File: src/rtl/regfile_pkg.sv
// Shared types and defaults for the integer register file and its busy scoreboard.
// Optional feature macro (defined in the top): REGFILE_BYPASS_EN.
package regfile_pkg;

   localparam int XLEN_DEF  = 64;
   localparam int NREGS_DEF = 32;
   localparam int AW_DEF    = $clog2(NREGS_DEF);

   typedef logic [AW_DEF-1:0] reg_addr_t;

   localparam reg_addr_t REG_ZERO = '0;

endpackage

File: src/rtl/regfile_scoreboard_sb.sv
// Busy scoreboard: one busy bit per register, WAW issue check, flush and a
// registered count of busy registers. Bit 0 (x0) is never set.
module reg_scoreboard
   import regfile_pkg::*;
#(
   parameter  int NREGS = NREGS_DEF,
   localparam int AW    = $clog2(NREGS)
) (
   input  logic          clk,
   input  logic          rst,
   input  logic [AW-1:0] rs1Addr,
   input  logic [AW-1:0] rs2Addr,
   output logic          rs1Busy,
   output logic          rs2Busy,
   input  logic          issueValid,
   input  logic [AW-1:0] issueRd,
   output logic          issueOk,
   input  logic          wbValid,
   input  logic [AW-1:0] wbRd,
   input  logic          flush,
   output logic [AW:0]   busyCnt
);

   logic [NREGS-1:0] busyQ;
   logic [NREGS-1:0] busyNext;
   logic [AW:0]      cntNext;

   // A busy destination may be reissued only if its producer retires on this same edge.
   assign issueOk = issueValid &&
                    (issueRd == '0 || !busyQ[issueRd] || (wbValid && wbRd == issueRd));

   assign rs1Busy = busyQ[rs1Addr];
   assign rs2Busy = busyQ[rs2Addr];

   // Next busy state: wb clears, a new producer sets afterwards (so it wins), flush clears all.
   always_comb begin
      busyNext = busyQ;
      if (wbValid && wbRd != '0) busyNext[wbRd] = 1'b0;
      if (issueOk && issueRd != '0) busyNext[issueRd] = 1'b1;
      if (flush) busyNext = '0;
      busyNext[0] = 1'b0;
   end

   // Popcount of the next state so busyCnt tracks busyQ exactly after the edge.
   always_comb begin
      cntNext = '0;
      for (int i = 1; i < NREGS; i++) cntNext = cntNext + (AW+1)'(busyNext[i]);
   end

   // Scoreboard state and count registers.
   always_ff @(posedge clk or negedge rst) begin
      if (!rst) begin
         busyQ   <= '0;
         busyCnt <= '0;
      end else begin
         busyQ   <= busyNext;
         busyCnt <= cntNext;
      end
   end

endmodule

File: src/rtl/regfile_scoreboard.sv
// 2R/1W integer register file with per-register busy scoreboard.
// x0 reads as zero and is always ready.
// Optional macro REGFILE_BYPASS_EN: forward same-cycle writeback data to reads.
module regfile_scoreboard
   import regfile_pkg::*;
#(
   parameter  int XLEN  = XLEN_DEF,
   parameter  int NREGS = NREGS_DEF,
   localparam int AW    = $clog2(NREGS)
) (
   input  logic            clk,
   input  logic            rst,
   input  logic [AW-1:0]   rs1_addr,
   input  logic [AW-1:0]   rs2_addr,
   output logic [XLEN-1:0] rs1_data,
   output logic [XLEN-1:0] rs2_data,
   output logic            rs1_ready,
   output logic            rs2_ready,
   input  logic            issue_valid,
   input  logic [AW-1:0]   issue_rd,
   output logic            issue_ok,
   input  logic            wb_valid,
   input  logic [AW-1:0]   wb_rd,
   input  logic [XLEN-1:0] wb_data,
   input  logic            flush,
   output logic [AW:0]     busy_cnt
);

   logic [XLEN-1:0] regs [NREGS];
   logic            rs1Busy, rs2Busy;
   logic            fwd1, fwd2;

   reg_scoreboard #(.NREGS(NREGS)) uSb (
      .clk        (clk),
      .rst        (rst),
      .rs1Addr    (rs1_addr),
      .rs2Addr    (rs2_addr),
      .rs1Busy    (rs1Busy),
      .rs2Busy    (rs2Busy),
      .issueValid (issue_valid),
      .issueRd    (issue_rd),
      .issueOk    (issue_ok),
      .wbValid    (wb_valid),
      .wbRd       (wb_rd),
      .flush      (flush),
      .busyCnt    (busy_cnt)
   );

   // Data array; writes to x0 are dropped, a flush does not cancel a writeback.
   always_ff @(posedge clk or negedge rst) begin
      if (!rst) begin
         for (int i = 0; i < NREGS; i++) regs[i] <= '0;
      end else if (wb_valid && wb_rd != '0) begin
         regs[wb_rd] <= wb_data;
      end
   end

`ifdef REGFILE_BYPASS_EN
   // Gated by rst so that reads stay zero while reset is held.
   assign fwd1 = rst && wb_valid && wb_rd == rs1_addr && rs1_addr != '0;
   assign fwd2 = rst && wb_valid && wb_rd == rs2_addr && rs2_addr != '0;
`else
   assign fwd1 = 1'b0;
   assign fwd2 = 1'b0;
`endif

   assign rs1_data  = fwd1 ? wb_data : ((rs1_addr == '0) ? '0 : regs[rs1_addr]);
   assign rs2_data  = fwd2 ? wb_data : ((rs2_addr == '0) ? '0 : regs[rs2_addr]);
   assign rs1_ready = (rs1_addr == '0) || !rs1Busy || fwd1;
   assign rs2_ready = (rs2_addr == '0) || !rs2Busy || fwd2;

endmodule

File: config.mk
export PLATFORM = sky130hd
export DESIGN_NAME = regfile_scoreboard
export DESIGN_NICKNAME = d
export VERILOG_FILES = /design/src/rtl/regfile_pkg.sv /design/src/rtl/regfile_scoreboard_sb.sv /design/src/rtl/regfile_scoreboard.sv
export SDC_FILE = /design/constraint.sdc
export NUM_CORES = 2
export LEC_CHECK = 0
export CORE_ASPECT_RATIO = 0.9
export CORE_MARGIN = 2
export CORE_UTILIZATION = 63
export CTS_CLUSTER_DIAMETER = 80
export CTS_CLUSTER_SIZE = 20
export DETAILED_ROUTE_END_ITERATION = 10
export PLACE_DENSITY = 0.81
export SETUP_SLACK_MARGIN = 0.2
export SYNTH_ARGS = -nofsm -noshare
export SYNTH_HDL_FRONTEND = slang
export SYNTH_SLANG_ARGS = --single-unit
export TNS_END_PERCENT = 10
File: constraint.sdc
create_clock -name clk -period 8 [get_ports clk]
set_input_delay 1.2 -clock clk [delete_from_list [all_inputs] [get_ports clk]]
set_output_delay 1.2 -clock clk [all_outputs]
set_load 0.01 [all_outputs]
# Word-level counts from Yosys, hierarchy flattened
# Index checks and enable logic that the tools add are counted.
[word_totals]
out_inout_bits = 137
register_bits = 2085
inputBits = 89
[classes]
n_eq_ne = 1
bitwise = 6
muxes = 24
order_cmp = 10
addsub = 30
n_reduce_logical = 19
[op_table]
columns = ["op", "n"]
rows = [
  ["$bwmux W2048", 1],
  ["$bmux W64 S5", 2],
  ["$mux W64", 7],
  ["$demux W64 S5", 1],
  ["$add A6 B1 Y6", 29],
  ["$mux W32", 3],
  ["$and A32 B32 Y32", 1],
  ["$not A32 Y32", 1],
  ["$or A32 B32 Y32", 1],
  ["$lt A5 B6 Y1 const B", 4],
  ["$ge A6 B6 Y1 const B", 3],
  ["$not A5 Y6", 3],
  ["$bmux W1 S5", 3],
  ["$logic_not A5 Y1", 3],
  ["$demux W1 S5", 2],
  ["$ge A5 B1 Y1 const B", 2],
  ["$reduce_bool A5 Y1", 2],
  ["$logic_and A1 B1 Y1", 7],
  ["$lt A6 B1 Y1 const B", 1],
  ["$eq A5 B5 Y1", 1],
  ["$mux W1", 5],
  ["$logic_or A1 B1 Y1", 4],
  ["$logic_not A1 Y1", 3],
  ["$add A1 B1 Y2", 1],
]

# Depth between registers and ports, before layout
[logic_depth]
depth_word = 40
depth_mapped = 26
mapped_depth_nobuf = 23

# Cells and area by module
# Synthesis repeated with hierarchy kept, for this count alone.
[hier_totals]
cells_unflattened = 7635
hier_area_um2 = 112155.1
[modules_own_cells]
columns = ["mod", "cells_each", "n_inst", "seq_area_each_um2", "area_each_um2"]
rows = [
  ["regfile_scoreboard", 7235, 1, 51249.2, 108410.2],
  ["reg_scoreboard", 400, 1, 925.9, 3744.8],
]

# Least setup slack after synthesis
# OpenSTA, ideal clock, no wires.
[synth_timing]
path_type = "input port to flip-flop"
from = "input port issue_rd[4]"
to = "register uSb.busyCnt[4]"
stages = 25
n_path_buf = 3
path_slack_ns = 0.963
setup_ns = 0.123
arrival_ns = 6.915
cell_sequence = "buf_2 or3b_1 buf_2 o22ai_1 nor2_1 o21a_1 a31oi_4 buf_4 o31ai_1 ha_1 inv_1 fa_1 fa_1 fa_1 fa_1 fa_1 fa_1 inv_1 ha_1 inv_1 fa_1 inv_1 a21o_1 a21oi_1 xnor2_1"
[synth_between]
elab_chain_cells = 39
[synth_rtl]
columns = ["element", "line", "rtl"]
rows = [
  ["start: declaration", "regfile_scoreboard.sv:20", "input logic [AW-1:0] issue_rd,"],
  ["branches (longest 7 deep; another with $lt A5 B6 Y1)", "--", ""],
  ["$mux W32 (*)", "regfile_scoreboard_sb.sv:39", "if (issueOk && issueRd != '0) busyNext[issueRd] = 1'b1;"],
  ["$mux W32 (*)", "regfile_scoreboard_sb.sv:40", "if (flush) busyNext = '0;"],
  ["named net uSb.busyNext[2]", "regfile_scoreboard_sb.sv:25", "logic [NREGS-1:0] busyNext;"],
  ["$add A1 B1 Y2 (*)", "regfile_scoreboard_sb.sv:47", "for (int i = 1; i < NREGS; i++) cntNext = cntNext + (AW+1)'(busyNext[i]);"],
  ["$add A6 B1 Y6 (*) (29 in series)", "regfile_scoreboard_sb.sv:47", ""],
  ["named net uSb.cntNext[4]", "regfile_scoreboard_sb.sv:26", "logic [AW:0] cntNext;"],
  ["end signal: assignment", "regfile_scoreboard_sb.sv:57", "busyCnt <= cntNext;"],
  ["end: declaration", "regfile_scoreboard_sb.sv:21", "output logic [AW:0] busyCnt"],
]
# Mark *: on every way through the listed nets, which the timed path passes. The select of a mux whose other input is x is not followed.
# A chain may end at the register's enable or synchronous reset.

# Worst setup path after layout
[layout_timing]
from = "input port issue_rd[1]"
to = "register uSb.busyCnt[4]"
[layout_between]
elab_chain_cells = 39
[layout_rtl]
columns = ["element", "line"]
rows = [
  ["branches (longest 7 deep; another with $lt A5 B6 Y1)", "--"],
  ["$mux W32 (*)", "regfile_scoreboard_sb.sv:39"],
  ["$mux W32 (*)", "regfile_scoreboard_sb.sv:40"],
  ["$add A1 B1 Y2", "regfile_scoreboard_sb.sv:47"],
  ["$add A6 B1 Y6 (28 in series)", "regfile_scoreboard_sb.sv:47"],
  ["$add A6 B1 Y6 (*)", "regfile_scoreboard_sb.sv:47"],
  ["named net uSb.cntNext[4]", "regfile_scoreboard_sb.sv:26"],
]
# Marked as above.

==> metrics.cfg <==
[setup_path]
reg2reg_to=uSb.busyCnt[4]$_DFF_PN0_
start_kind=input pin
cp_common_cell=fa_1
crit_required_ns=8.70
cp_slowest_cell=clkdlybuf4s50_1
slowest_delay_ns=0.79
cp_cell_sequence=clkdlybuf4s50_1, buf_4, mux2i_1, o22ai_1, o21ai_1, a31oi_4, buf_12, o32a_1, fa_1, fa_1, inv_1, fa_1, inv_1, fa_1, fa_1, fa_1, inv_1, ha_1, inv_1, fa_1, inv_1, a21o_1, a21oi_1, xnor2_1
reg2reg_depth=23
cp-end-kind=flop
crit_type=input pin to flop
cp.arrival_ns=7.74
r2r-start=uSb.busyQ[4]$_DFF_PN0_
cp_max_fo=27
r2r_slack_ns=1.86

[final_layout]
final_cells=8902
drive_gt1_share_pct=55.5
fin_nets=6674
areaGrowthSynthToFinish_pct=6.58

[sta]
clock.fmax_mhz=142
min_period_ns=7.04
report.final.hold_viol_count=0
relSlewSlack_pct=24.2
finalSetupViolations=0
skew_ns=0.0131
fin_crit_sh_pct=88.0
setup-tns-final_ns=0
worst_pin_slew_ns=1.14
rsz0062_at_grt=no
maxSlewViolCount=0

[global_routing]
grtUsageTotal_pct=34.4
grt_pass1_wl_mm=455
grt_max_degree=177
antenna_found_initial=19
grt_pass1_vias=68900
grt_overflow=0

[die]
die_y_um=402
die-area_mm2=0.179
die_width_um=446
rows=146
core_area_mm2=0.175
ios=226
initial_core_util_pct=63.2

[yosys]
synth.avg_cell_area_um2=16.2
synth_edf_count=0
synth_warnings=0
syn_nets=6976
yosysMostFrequentCell=dfrtp_1
yosysTopAreaCell=dfrtp_1
async_flop_share_pct=100
synth-seq-cells=2085
synth_top_cells_by_area=dfrtp_1, mux4_2, mux2_2
netlist_area_mm2=0.111
yosysTopAreaCellShare_pct=47.0
yosysSeqAreaShare_pct=47.0
syn_inst=6855
synth_commonest_cells=dfrtp_1, mux2_2, mux4_2
synth-main-ff-cell=dfrtp_1
synth_cell_types=48

[power_and_ir_drop]
combinationalPowerShare_pct=23.9
p_clk_share_pct=24.6
power_density_mw_per_mm2=228
vdd_drop_max_mv=0.217
p_sw_mw=7.41
p_int_mw=19.6
p_sw_share_pct=27.5
p_leak_nw=50.4
seqPwrFrac_pct=51.5

[detailed_routing]
ant_nets=0
drtPass1Iterations=6
via_count=65500
post-route-drc-count=0
drtIter0Drc=7152
via_per_inst=7.36
drt_wl_total_mm=303
drt-wirelength-per-cell_um=34.0

[hold_path]
hp-class=input pin to asynchronous set/reset pin

[clocking]
ctsResizeCount=0
root_buffer=clkbuf_16
cts_tree=built
htree_levels=3
clk_latency_ns=0.81
clk_pin_slew_ns=0.08
hold_buffers=0
cts_made_buffers=121
cts_max_path_buffers=3
cts_sinks=2085
post_cts_buffers=0

[place]
io_buffers=225
place_hpwl_mm=167
gp_congestion=0.907
dp.cells=8724

[job]
maxCapViolCount=0

[status]
status=completed

through the flow:
stage | cell area (µm²) | power [mW] | utilization, % | setup slack, ns | hold WS, ns
CTS | 118000 | 27.0 | 67.4 | 1.06 | 0.382
global placement | 115000 | 20.0 | 65.4 | 0.153 | 0.360
finish | 118000 | 27.0 | 67.4 | 0.959 | 0.355
floorplan | 111000 | 18.4 | - | 0.963 | 0.425
global route | 118000 | 28.1 | 67.4 | 0.713 | 0.390
detailed placement | 115000 | 20.5 | 65.4 | 0.242 | 0.363
layer usage:
layer  share of wire [%]  routed length, µm  GRT usage (%)
met5               0.011                 34              0
met3                 8.1              24500           6.40
met2                  50             150000           55.6
met4                 4.3              12900           13.1
met1                  38             115000           47.3
cell type report:
class,count,area (µm²)
Antenna cell,13,32.5
Tap cell,2294,2870
Sequential cell,2085,52200
Clock buffer,143,3280
Timing Repair Buffer,392,4020
Fill cell,11600,57200
Multi-Input combinational cell,3808,55000
Inverter,145,544
Clock inverter,22,275
registers in the layout (all words and copies together), names as in the netlist:
| signal | flops |
|---|---|
| uSb.busyCnt | 6 |
| uSb.busyQ | 31 |
| regs | 2048 |
cells by family after synthesis:
| kind of cell | share of synthesized area, % |
|---|---|
| mux | 46.5 |
| flops | 47.0 |
| buf+inv | 3.57 |
| simple gates | 1.10 |
| compound gates | 1.20 |
| fa+ha+maj | 0.517 |
| xor+xnor | 0.0632 |
how the worst max path moves through the flow:
| stage | from | endpoint | slack (ns) | cells past startpoint |
|---|---|---|---|---|
| after floorplan | issue_rd[4] | uSb.busyCnt[4]$_DFF_PN0_ | 0.96 | 25 |
| after global placement | issue_rd[1] | uSb.busyCnt[4]$_DFF_PN0_ | 0.15 | 24 |
| after detailed placement | issue_rd[1] | uSb.busyCnt[4]$_DFF_PN0_ | 0.24 | 25 |
| after CTS | issue_rd[1] | uSb.busyCnt[4]$_DFF_PN0_ | 1.06 | 24 |
| after global routing | issue_rd[1] | uSb.busyCnt[4]$_DFF_PN0_ | 0.71 | 25 |
| final | issue_rd[1] | uSb.busyCnt[4]$_DFF_PN0_ | 0.96 | 24 |
worst max-delay path, delay by kind of cell:
family	cells	cell delay (ns)
adder cells (fa/ha/maj)	8	3.56
buffers and inverters	8	1.59
multiplexers	1	0.21
XOR/XNOR	1	0.13
AO/OA/AOI/OAI	6	1.07
cell usage in the layout, fill, tap and decap left out, types with 4 or more instances in the layout:
cell type        netlist  routed
clkbuf_8               0      11
o31a_1                15      15
o32a_1                 8       8
nor2_1                67      55
buf_12                 0      37
o31ai_1               22      22
o21ai_1                9       9
o21ai_0              106     106
nor2_4                 0      12
clkbuf_1             488       8
inv_1                145     144
buf_8                  0       8
nand2b_1              11      10
xor2_1                 4       4
clkbuf_16              0     124
a22o_1                18      18
o32ai_1                9       9
dfrtp_1             2085    2085
clkdlybuf4s50_1        0     214
nand3b_1              28      28
xnor2_1                4       4
inv_6                  0       6
ha_1                   9       9
fa_1                  23      23
mux4_2              1282    1282
nand2_1              131     116
buf_4                  3     132
diode_2                0      13
mux2_2              2003    2003
nand2_4                0      15
mux2i_1               15      15
o22ai_1                4       4
power by group through the flow:
stage | registers [mW] | clock network, mW | logic (mW)
detailed placement | 14.0 | 0 | 6.45
floorplan | 13.5 | 0 | 4.86
global placement | 13.8 | 0 | 6.26
finish | 13.9 | 6.63 | 6.44
global route | 14.1 | 7.10 | 6.85
CTS | 13.8 | 6.70 | 6.47
Power figures use the tool's default switching activity.
